--- src/rtl/vec_load_pkg.sv ---
// Shared types and width helpers for the vector-load sequencer and its buffer.
package vec_load_pkg;

  typedef enum logic [1:0] {
    ST_IDLE  = 2'd0,
    ST_ISSUE = 2'd1,
    ST_WAIT  = 2'd2,
    ST_DONE  = 2'd3
  } state_t;

  // Count width must hold the value MAX_VECS itself, hence the +1.
  function automatic int nv_width(input int max_vecs);
    return $clog2(max_vecs + 1);
  endfunction

  function automatic int vl_width(input int max_len);
    return $clog2(max_len + 1);
  endfunction

  // A single-slot buffer still needs a one-bit address.
  function automatic int idx_width(input int max_vecs);
    return (max_vecs <= 1) ? 1 : $clog2(max_vecs);
  endfunction

endpackage

--- src/rtl/vec_buffer.sv ---
// Register file holding one batch of vectors: one write port, one combinational read port.
module vec_buffer
  import vec_load_pkg::*;
#(
  parameter int MAX_VECS = 16,
  parameter int WIDTH    = 16,
  parameter int IDX_W    = idx_width(MAX_VECS)
) (
  input  logic             clk,
  input  logic             we,
  input  logic [IDX_W-1:0] waddr,
  input  logic [WIDTH-1:0] wdata,
  input  logic [IDX_W-1:0] raddr,
  output logic [WIDTH-1:0] rdata
);

  logic [WIDTH-1:0] mem_q [MAX_VECS];

  // Contents are deliberately not reset; they are only meaningful once a batch completes.
  for (genvar gi = 0; gi < MAX_VECS; gi++) begin : g_slot
    always_ff @(posedge clk) begin
      if (we && (waddr == IDX_W'(gi))) begin
        mem_q[gi] <= wdata;
      end
    end
  end

  assign rdata = mem_q[raddr];

endmodule

--- src/rtl/vec_load_sequencer.sv ---
// Drives a vector reader once per vector of a batch, masks each captured vector to the
// batch length, buffers it, and hands the finished batch to the solver.
module vec_load_sequencer
  import vec_load_pkg::*;
#(
  parameter int MAX_VEC_LENGTH = 16,
  parameter int AXI_DATA_WIDTH = 8,
  parameter int MAX_VECS       = 16
) (
  input  logic                                clk,
  input  logic                                rst_n,
  input  logic                                start,
  input  logic                                abort,
  input  logic [nv_width(MAX_VECS)-1:0]       num_vecs,
  input  logic [vl_width(MAX_VEC_LENGTH)-1:0] vec_length,
  output logic                                busy,
  output logic                                err,
  output logic                                rd_start,
  output logic [vl_width(MAX_VEC_LENGTH)-1:0] rd_vec_length,
  input  logic                                rd_done,
  input  logic [MAX_VEC_LENGTH-1:0]           rd_vec,
  output logic                                job_valid,
  input  logic                                job_ready,
  output logic [nv_width(MAX_VECS)-1:0]       job_count,
  input  logic [idx_width(MAX_VECS)-1:0]      buf_addr,
  output logic [MAX_VEC_LENGTH-1:0]           buf_data
);

  localparam int NV_W  = nv_width(MAX_VECS);
  localparam int VL_W  = vl_width(MAX_VEC_LENGTH);
  localparam int IDX_W = idx_width(MAX_VECS);

  localparam logic [NV_W-1:0]         MAX_VECS_NV = NV_W'(MAX_VECS);
  localparam logic [VL_W-1:0]         MAX_LEN_VL  = VL_W'(MAX_VEC_LENGTH);
  localparam logic [MAX_VEC_LENGTH:0] ONE_EXT     = (MAX_VEC_LENGTH + 1)'(1);

  // The stream width only sizes the reader's chunks; reject nonsensical configurations early.
  if (AXI_DATA_WIDTH < 1 || MAX_VECS < 1 || MAX_VEC_LENGTH < 1) begin : g_bad_cfg
    $error("vec_load_sequencer: widths and counts must be at least 1");
  end

  state_t              state_q, state_d;
  logic                busy_q, busy_d;
  logic                err_q, err_d;
  logic                rd_start_q, rd_start_d;
  logic                job_valid_q, job_valid_d;
  logic [VL_W-1:0]     vec_len_q, vec_len_d;
  logic [NV_W-1:0]     num_q, num_d;
  logic [IDX_W-1:0]    index_q, index_d;

  logic                      start_ok;
  logic                      last_vec;
  logic                      buf_we;
  logic [MAX_VEC_LENGTH:0]   mask_ext;
  logic [MAX_VEC_LENGTH-1:0] mask;
  logic [MAX_VEC_LENGTH-1:0] buf_wdata;

  assign start_ok = (num_vecs != '0) && (num_vecs <= MAX_VECS_NV) &&
                    (vec_length != '0) && (vec_length <= MAX_LEN_VL);

  assign last_vec = (NV_W'(index_q) == (num_q - NV_W'(1)));

  // One extra bit so a full-length vector shifts to 2^N and yields all-ones; the top
  // bit saturates the mask should the length ever exceed the buffer width.
  assign mask_ext  = (ONE_EXT << vec_len_q) - ONE_EXT;
  assign mask      = mask_ext[MAX_VEC_LENGTH-1:0] | {MAX_VEC_LENGTH{mask_ext[MAX_VEC_LENGTH]}};
  assign buf_wdata = rd_vec & mask;

  always_comb begin
    state_d   = state_q;
    vec_len_d = vec_len_q;
    num_d     = num_q;
    index_d   = index_q;
    err_d     = 1'b0;
    buf_we    = 1'b0;

    if (abort) begin
      state_d = ST_IDLE;
    end else begin
      case (state_q)
        ST_IDLE: begin
          if (start) begin
            if (start_ok) begin
              num_d     = num_vecs;
              vec_len_d = vec_length;
              index_d   = '0;
              state_d   = ST_ISSUE;
            end else begin
              err_d = 1'b1;
            end
          end
        end
        ST_ISSUE: state_d = ST_WAIT;
        ST_WAIT: begin
          if (rd_done) begin
            buf_we = 1'b1;
            if (last_vec) begin
              state_d = ST_DONE;
            end else begin
              index_d = index_q + IDX_W'(1);
              state_d = ST_ISSUE;
            end
          end
        end
        ST_DONE: begin
          if (job_ready) begin
            state_d = ST_IDLE;
          end
        end
        default: state_d = ST_IDLE;
      endcase
    end

    // Outputs are registered copies of the next state, so they line up with state_q.
    busy_d      = (state_d != ST_IDLE);
    rd_start_d  = (state_d == ST_ISSUE);
    job_valid_d = (state_d == ST_DONE);
  end

  always_ff @(posedge clk) begin
    if (!rst_n) begin
      state_q     <= ST_IDLE;
      busy_q      <= 1'b0;
      err_q       <= 1'b0;
      rd_start_q  <= 1'b0;
      job_valid_q <= 1'b0;
      vec_len_q   <= '0;
      num_q       <= '0;
      index_q     <= '0;
    end else begin
      state_q     <= state_d;
      busy_q      <= busy_d;
      err_q       <= err_d;
      rd_start_q  <= rd_start_d;
      job_valid_q <= job_valid_d;
      vec_len_q   <= vec_len_d;
      num_q       <= num_d;
      index_q     <= index_d;
    end
  end

  vec_buffer #(
    .MAX_VECS (MAX_VECS),
    .WIDTH    (MAX_VEC_LENGTH),
    .IDX_W    (IDX_W)
  ) u_buffer (
    .clk   (clk),
    .we    (buf_we && rst_n),
    .waddr (index_q),
    .wdata (buf_wdata),
    .raddr (buf_addr),
    .rdata (buf_data)
  );

  assign busy          = busy_q;
  assign err           = err_q;
  assign rd_start      = rd_start_q;
  assign rd_vec_length = vec_len_q;
  assign job_valid     = job_valid_q;
  assign job_count     = num_q;

endmodule

--- config.mk ---
export PLATFORM = sky130hd
export DESIGN_NAME = vec_load_sequencer
export DESIGN_NICKNAME = d
export VERILOG_FILES = /design/src/rtl/vec_load_pkg.sv /design/src/rtl/vec_buffer.sv /design/src/rtl/vec_load_sequencer.sv
export SDC_FILE = /design/constraint.sdc
export NUM_CORES = 1
export LEC_CHECK = 0
export ABC_AREA = 1
export CELL_PAD_IN_SITES_DETAIL_PLACEMENT = 0
export CELL_PAD_IN_SITES_GLOBAL_PLACEMENT = 2
export CORE_ASPECT_RATIO = 1.25
export CORE_MARGIN = 5
export CORE_UTILIZATION = 41
export CTS_CLUSTER_DIAMETER = 120
export DETAILED_ROUTE_END_ITERATION = 6
export HOLD_SLACK_MARGIN = 0.03
export PLACE_DENSITY = 0.86
export SLEW_MARGIN = 20
export SYNTH_ARGS = -nofsm -noshare
export SYNTH_HDL_FRONTEND = slang
export SYNTH_SLANG_ARGS = --single-unit
--- constraint.sdc ---
create_clock -name clk -period 6.79 [get_ports clk]
set_input_delay 1.358 -clock clk [delete_from_list [all_inputs] [get_ports clk]]
set_output_delay 1.358 -clock clk [all_outputs]
set_load 0.01 [all_outputs]
==> results of run 1 <==
-- registers in the layout (all words and copies together) (netlist names) --
signal	count
u_buffer.mem_q	256
job_count	5
rd_vec_length	5
index_q	4
state_q	2
busy	1
err	1
job_valid	1
rd_start	1
-- cell usage in the layout (no fill, tap or decap), types with 2 or more instances in the layout --
| cell type | n |
|---|---|
| clkinv_1 | 7 |
| a21oi_1 | 79 |
| nand4_1 | 5 |
| clkbuf_16 | 27 |
| nand2_4 | 3 |
| xor2_1 | 2 |
| a21boi_1 | 5 |
| edfxtp_1 | 256 |
| ha_1 | 6 |
| nand2_1 | 81 |
| a21boi_0 | 2 |
| nand3b_1 | 2 |
| nor2_2 | 19 |
| o211ai_1 | 66 |
| nor2_4 | 2 |
| clkinv_2 | 3 |
| a31oi_2 | 4 |
| mux2i_1 | 64 |
| nor2_1 | 31 |
| o21ai_1 | 6 |
| dfxtp_1 | 20 |
| o21ai_0 | 99 |
| bufinv_16 | 3 |
| inv_2 | 13 |
| clkbuf_1 | 7 |
| clkdlybuf4s50_1 | 63 |
| nand3_1 | 23 |
| buf_4 | 30 |
| a21boi_2 | 2 |
| inv_1 | 93 |
-- cell type report --
type,instances,area share (%)
inverters,107,2.92
repair buffers,95,6.34
clock inverters,14,1.02
clock buffers,34,5.11
flip-flops and latches,276,58.8
multi-input cells,509,22.5
well taps,355,3.23
-- power breakdown --
group          switching, W  leakage [nW]  internal [W]  total [W]
clock network      0.000590         0.405      0.000840    0.00143
registers        0.00000531          2.51       0.00191    0.00191
logic              0.000206          2.05      0.000108   0.000314
-- through the flow --
step,cell area [um2],utilization (%)
finish,13700,48.4
global route,13700,48.4
CTS,13700,48.4
detailed placement,12900,45.4
global placement,12900,45.4
floorplan,11800,-
-- worst max-delay path: stages --
cell and delay, ps:
clkdlybuf4s50_1 480, clkinv_1 720, o211ai_1 370, o211ai_1 130, nand2_1 150, clkdlybuf4s50_1 560
-- cells by family (layout without fill, tap and decap cells) --
group                    after synthesis  in the layout  share of synthesized area (%)
flip-flops                           276            276                           68.7
AO/OA/AOI/OAI                        267            267                           13.1
AND/OR/NAND/NOR                      169            169                           6.27
buffers and inverters                157            250                           5.62
multiplexers                          64             64                           5.44
adder cells (fa/ha/maj)                6              6                          0.638
XOR/XNOR                               3              3                          0.223
-- metal layers --
metal / GRT usage, % / vias up / share of wire (%)
li1: - / 3568 / -
met2: 32.4 / 194 / 52
met4: 3.95 / 0 / 1.7
met5: 0 / - / 0
met3: 2.54 / 30 / 5.4
met1: 21.8 / 3624 / 41
-- worst paths after layout --
path / start / to
worst max register to register: rd_vec_length[2] / u_buffer.mem_q[2][11]
worst min register to register: job_count[4] / job_count[4]
worst max-delay path: buf_addr[2] / buf_data[10]
worst min-delay path: job_count[4] / job_count[4]
==> impl_results.md, run 1 <==
* N_diodes at 0
* Max-slew violations at 0
* Dpl ws at 1630 ps
* Worst-Margin Slew at 1040 ps
* Worst reg2reg path depth at 11
* CTS Hold Buffers Added at 0
* Final wirelength at 28400 um
* Clk pin slew, worst setup/hold paths at 60 ps
* Clock buffer depth at 3
* Post-synth top area share at 65.3%
* Leak pwr at 4.96 nW
* Height of the die at 199 um
* Core area at 0.0284 mm2
* Area used by multi-input combinational logic at 0.00310 mm2
* Grt total ovfl at 0
* # rows at 69
* Number of synthesized flops with an enable pin at 256
* #FFs+latches synth at 276
* Non-Filler Instances at 1390
* GRT Total Usage at 17.5%
* Mean Syn Cell Area at 12.5 um2
* Initial Util at 41.5%
* Worst setup SP type: primary input
* Vias in the first global route at 7355
* Max_cap viols at 0
* CTS buffer count at 27
* Synth top area cells: edfxtp_1 65%, mux2i_1 5.4%, o211ai_1 4.2%
* Clock Latency Late Sink at 520 ps
* Syn_nets at 984
* Resize count post-CTS at 0
* Pwr per Cell Area at 266 mW/mm2
* Wire per inst at 20.4 um
* Die X at 162 um
* Root Buffer: clkbuf_16
* Critical path peak fanout at 25
* Clock Sinks at 276
* Vias at 7416
* RePlAce Congestion at 0.777
* Peak supply drop at 0.136 mV
* Setup ws final at 1660 ps
* Placed cell count at 1342
* Post-Route Setup TNS at 0 ps
* Antenna violations before repair at 0
* Largest net degree at the start of global routing at 91
* Final Total Pwr at 0.00366 W
* Antenna-violating nets left at 0
* Type of the tightest min-delay check: reg2reg
* Hold Vio Cnt, Final at 0
* Post-synth cell types at 36
* WHS Path Cells at 2
* FF-to-FF setup slack at 3820 ps
* Top FF cell, synth: edfxtp_1
* Crit path DAT at 3770 ps
* CP required at 5430 ps
* Layout Nets at 1058
* Max Freq at 195 MHz
* Initial DRT Pass Iterations at 5
* Synth Warn # at 0
* Setup crit end kind: output pin
* First-pass GRT wire length at 43000 um
* Post-CTS Setup Bufs at 0
* IO Port Bufs at 65
* Final setup vio count at 0
* Slew HR at 30.7%
* Routed vias/inst at 5.34
* Fillers at 2503
* P&R area growth vs syn at 16.7%
* Ys async rst share at 0%
* Clock H-tree levels at 1
* Reg area at 0.00809 mm2
* Synthesized instance count at 942
* Starting DRC count in detailed routing at 468
* Crit path kind: in2out
* Syn Std Cell Area at 0.0118 mm2
* Area of the die at 0.0322 mm2
* Status: completed
* Synth area leader: edfxtp_1
* Worst Skew at 12.1 ps
* Synth cell count leaders: 256 x edfxtp_1, 99 x o21ai_0, 93 x inv_1
* RSZ-0062 raised after global routing: false
* Io pins at 66
* Final Cycle Share at 75.5%
* Hold slack at 513 ps
* Residual DRC count at 0
* Ratio of cells with drive above 1 in the final layout at 10.9%
* Post-DP HPWL at 17500 um
* Register area share after synthesis at 68.7%
* CTS tree: yes
* Most common cell in the synthesized netlist: edfxtp_1
* Final min period at 5130 ps
Power figures use the tool's default switching activity.
==> run 2, diff against run 1 <==
- CORE_UTILIZATION: 41 -> 38
- PLACE_DENSITY: 0.86 -> 0.84
- clock period: 6.79 -> 4.3 ns (I/O delays scaled with it)
==> run 2 against run 1 <==
  * Clock-buffer cell count shrank 1
  * Worst setup slack worse by 940 ps
  * Combinational power grew 65%
  * Global-route usage shrank 1.3 points
  * Worst hold slack better by 9.7 ps
  * Largest power group unchanged
  * Flip-flop and latch count is the same
  * Design area up 1.5%
  * Critical path type unchanged
  * Sequential power up 58%
  * Clock power up 51%
  * Via count shrank 0.12%
==> impl_results.md, run 2 (synthesis gave the netlist of run 1 again) <==
* Status: completed
* GRT Total Usage at 16.3%
* Vias at 7407
* Setup crit end kind: output pin
* CTS Hold Buffers Added at 0
* WHS Path Cells at 2
* Post-Route Setup TNS at 0 ps
* IO Port Bufs at 65
* Starting DRC count in detailed routing at 519
* Cell Chain, Critical Path: clkdlybuf4s50_1, clkinv_1, buf_4, o211ai_1, o211ai_1, nand2_1, clkdlybuf4s50_1
* Routed vias/inst at 5.07
* Clock buffer depth at 3
* HP Start: job_count[4]
* Layout Nets at 1075
* Commonest non-fill, non-tap cell in the layout: edfxtp_1
* Final Total Pwr at 0.00570 W
* Max-slew violations at 0
* Grt total ovfl at 0
* Fillers at 2836
* Leak pwr at 5.06 nW
* Antenna-violating nets left at 0
* First-pass GRT wire length at 43600 um
* Core area at 0.0308 mm2
* Worst-Margin Slew at 724 ps
* Setup ws final at 724 ps
* Vias in the first global route at 7372
* Slew HR at 51.6%
* Reg area at 0.00809 mm2
* Antenna violations before repair at 0
* Resize count post-CTS at 0
* CP required at 3440 ps
* Root Buffer: clkbuf_16
* Critical path's slowest cell: clkdlybuf4s50_1
* Critical Path Max Stage Delay at 580 ps
* Worst reg2reg path depth at 11
* Height of the die at 207 um
* Initial Util at 38.2%
* Pwr per Cell Area at 409 mW/mm2
* Final Cycle Share at 83.2%
* Worst Skew at 16.7 ps
* Area used by multi-input combinational logic at 0.00308 mm2
* Wire per inst at 19.5 um
* RSZ-0062 raised after global routing: false
* CTS buffer count at 27
* Final min period at 3580 ps
* Top reg by flops: u_buffer.mem_q
* Clock Sinks at 276
* Final setup vio count at 0
* Type of the tightest min-delay check: reg2reg
* Post-CTS Setup Bufs at 0
* Io pins at 66
* Final wirelength at 28500 um
* Critical path peak fanout at 25
* Dpl ws at 740 ps
* # rows at 72
* P&R area growth vs syn at 18.4%
* Reg2reg end: u_buffer.mem_q[6][11]
* Reg-to-reg startpoint: rd_vec_length[2]
* Largest net degree at the start of global routing at 55
* Clk pin slew, worst setup/hold paths at 60 ps
* CTS tree: yes
* Die X at 167 um
* Worst Hold Endpoint: job_count[4]
* Max reg flops at 256
* Initial DRT Pass Iterations at 4
* N_diodes at 0
* Post-DP HPWL at 17500 um
* Max Freq at 280 MHz
* FF-to-FF setup slack at 1550 ps
* Hold Vio Cnt, Final at 0
* Area of the die at 0.0346 mm2
* Peak supply drop at 0.280 mV
* RePlAce Congestion at 0.783
* Crit path kind: in2out
* Residual DRC count at 0
* Max_cap viols at 0
* Most frequent cells in the layout: 256 x edfxtp_1, 99 x o21ai_0, 93 x inv_1
* Clock Latency Late Sink at 520 ps
* Ratio of cells with drive above 1 in the final layout at 12.3%
* Clock H-tree levels at 1
* Worst setup SP type: primary input
* Crit path DAT at 2720 ps
-- run 2: changes by cell type in the layout (fill, tap and decap cells not counted), moves of 3 or more --
cell     change
buf_4       +12
buf_12       +5
a31oi_1      +3
a31oi_2      -3
-- run 2: stage by stage --
step                      cell area [um2]  hold WS (ps)  util, %  cells
after global placement              13100           509     42.6   1411
after detailed placement            13100           510     42.6   1411
after floorplan                     11800           498        -    942
after global routing                13900           552     45.3   1460
after CTS                           13900           521     45.2   1460
final                               13900           522     45.3   1460
-- run 2: worst max-delay path by stage --
stage	startpoint	to	slack (ps)
after floorplan	buf_addr[0]	buf_data[13]	1640
after global placement	buf_addr[0]	buf_data[2]	750
after detailed placement	buf_addr[0]	buf_data[2]	740
after CTS	buf_addr[2]	buf_data[10]	730
after global routing	buf_addr[0]	buf_data[2]	600
final	buf_addr[2]	buf_data[10]	720
-- run 2: final cells by class --
class | count | area share (%)
Sequential cell | 276 | 58.0
Inverter | 107 | 2.88
Clock inverter | 16 | 0.789
Multi-Input combinational cell | 509 | 22.1
Clock buffer | 33 | 5.01
Tap cell | 407 | 3.65
Timing Repair Buffer | 112 | 7.62
-- run 2: worst max-delay path: cells and delay by family --
kind                   cells  cell delay, ps
buffers and inverters      4            1430
AOI/OAI and AO/OA          2             250
and+or+nand+nor            1             170
-- run 2: report_power, final --
part           leakage, nW  total, W  internal [W]  switching, W
clock network        0.392   0.00216       0.00121      0.000950
logic                 2.16  0.000518      0.000191      0.000328
registers             2.51   0.00302       0.00301    0.00000866
total                 5.06   0.00570       0.00441       0.00129
-- run 2: layer usage --
layer | global-route usage (%) | part of all wire (%) | up-vias
met5 | 0 | 0 | -
met4 | 3.57 | 1.7 | 0
met3 | 2.61 | 4.9 | 30
met2 | 29.5 | 52 | 145
met1 | 20.7 | 41 | 3631
li1 | - | - | 3601
==> run 3, diff against run 2 <==
- clock period: 4.3 -> 3.1 ns (I/O delays scaled with it)
==> run 3 against run 2 <==
  * Worst setup slack worse by 610 ps
  * Critical path depth is the same
  * Clock skew fell by 2.9 ps
  * Utilization is 1.2 points higher
  * Design area rose by 2.7%
  * Sequential share of layout area is 1.5 points lower
  * Die area unchanged
  * Global-route usage grew 0.15 points
  * Critical path type unchanged
  * Largest cell class unchanged
  * Largest power group unchanged
  * Highest routed layer unchanged
==> impl_results.md, run 3 (synthesis gave the netlist of run 1 again) <==
* Reg-to-reg startpoint: rd_vec_length[1]
* Wire per inst at 19.4 um
* Initial DRT Pass Iterations at 4
* Max reg flops at 256
* GRT Total Usage at 16.4%
* Post-Route Setup TNS at 0 ps
* Root Buffer: clkbuf_16
* Slew HR at 38.3%
* Clock Sinks at 276
* Comb pwr share at 9.4%
* Layout Nets at 1099
* Starting DRC count in detailed routing at 425
* Fillers at 2801
* Non-Filler Instances at 1484
* RSZ-0062 raised after global routing: false
* # rows at 72
* Type of the tightest min-delay check: reg2reg
* Vias in the first global route at 7408
* Peak supply drop at 0.401 mV
* Commonest non-fill, non-tap cell in the layout: edfxtp_1
* Largest net degree at the start of global routing at 31
* Worst reg2reg path depth at 12
* Area after DPL at 0.0135 mm2
* Clock H-tree levels at 1
* Setup crit start: buf_addr[2]
* N_diodes at 0
* Vias at 7474
* Crit path kind: in2out
* Pint at 0.00614 W
* Crit path DAT at 2370 ps
* Grt total ovfl at 0
* Setup crit end kind: output pin
* Most frequent cells in the layout: 256 x edfxtp_1, 99 x o21ai_0, 93 x inv_1
* Fin util at 46.5%
* Height of the die at 207 um
* Final Cycle Share at 96.3%
* Die X at 167 um
* Worst-Margin Slew at 923 ps
* CTS buffer count at 27
* Critical Path End: buf_data[10]
* Max-slew violations at 0
* Area of the die at 0.0346 mm2
* Placed cell count at 1435
* IO Port Bufs at 65
* CTS Hold Buffers Added at 0
* Sequential power share at 52.6%
* Worst Skew at 13.8 ps
* Clock Latency Late Sink at 530 ps
* First-pass GRT wire length at 43700 um
* Antenna violations before repair at 0
* Leak pwr at 5.24 nW
* Max_cap viols at 0
* CP required at 2480 ps
* WL met3 at 1420 um
* Core area at 0.0308 mm2
* Worst setup SP type: primary input
* Critical path peak fanout at 25
* Residual DRC count at 0
* RePlAce Congestion at 0.792
* Switching Fraction at 22.7%
* Pwr per Cell Area at 555 mW/mm2
* Final min period at 2990 ps
* M1 WL at 12000 um
* Cell area after layout at 0.0143 mm2
* Antenna-violating nets left at 0
* Top reg by flops: u_buffer.mem_q
* FF-to-FF setup slack at 410 ps
* Final wirelength at 28800 um
* Io pins at 66
* Hold Vio Cnt, Final at 0
* Ratio of cells with drive above 1 in the final layout at 14.3%
* Clock power share at 37.9%
* CTS tree: yes
* Final Total Pwr at 0.00794 W
* Final setup vio count at 0
* NetSw at 0.00181 W
* Uppermost layer routed: met4
* Initial Util at 38.2%
* Met2 wire length at 14700 um
* P&R area growth vs syn at 21.6%
* Routed vias/inst at 5.04
* Status: completed
* Reg2reg end: u_buffer.mem_q[4][11]
* Post-DP HPWL at 18700 um
* Max Freq at 335 MHz
* Clk pin slew, worst setup/hold paths at 60 ps
* Clock buffer depth at 3
## run 3: power by group through the flow
| stage | Sequential [W] | Clock [W] | Combinational, W |
|---|---|---|---|
| global placement | 0.00426 | 0 | 0.000749 |
| floorplan | 0.00427 | 0 | 0.000404 |
| finish | 0.00418 | 0.00301 | 0.000747 |
| detailed placement | 0.00426 | 0 | 0.000758 |
| global route | 0.00418 | 0.00322 | 0.000827 |
| CTS | 0.00418 | 0.00307 | 0.000761 |
## run 3: per-layer routing
metal  GRT usage, %  vias to the layer above
li1               -                     3644
met1           21.1                     3608
met2           29.8                      182
met3           2.10                       40
met4           4.00                        0
met5              0                        -
## run 3: layout make-up
type	instances	area [um2]	area share [%]
Sequential cell	276	8090	56.5
Multi-Input combinational cell	509	3070	21.5
Timing Repair Buffer	136	1430	10.0
Clock buffer	28	679	4.74
Tap cell	407	509	3.56
Inverter	107	402	2.80
Clock inverter	21	135	0.944
## run 3: how the worst min path moves through the flow
stage / start / endpoint / cells past startpoint
2_1_floorplan: job_count[4] / job_count[4] / 2
3_3_place_gp: job_count[4] / job_count[4] / 2
3_5_place_dp: job_count[4] / job_count[4] / 2
4_1_cts: job_count[4] / job_count[4] / 2
5_1_grt: rd_vec_length[2] / rd_vec_length[2] / 2
6_report: job_count[4] / job_count[4] / 2
## run 3: what timing repair did
action                                  4_1_cts  5_1_grt
gates resized for setup                       0        1
endpoints found under the setup margin        0        2
hold endpoints to repair                      0        0
buffers inserted                              0        0
## run 3: metrics by stage
| step | hold slack [ps] | worst slack, ps |
|---|---|---|
| 2_1_floorplan | 498 | 780 |
| 3_3_place_gp | 502 | 72.4 |
| 3_5_place_dp | 499 | 81.9 |
| 4_1_cts | 514 | 82.2 |
| 5_1_grt | 551 | 28.8 |
| 6_report | 518 | 114 |
## run 3: worst max-delay path: stages
cell	delay, ps
clkdlybuf4s50_1	510
clkinv_1	110
buf_12	180
o211ai_1	110
o211ai_1	160
nand2_1	110
clkdlybuf4s50_1	540
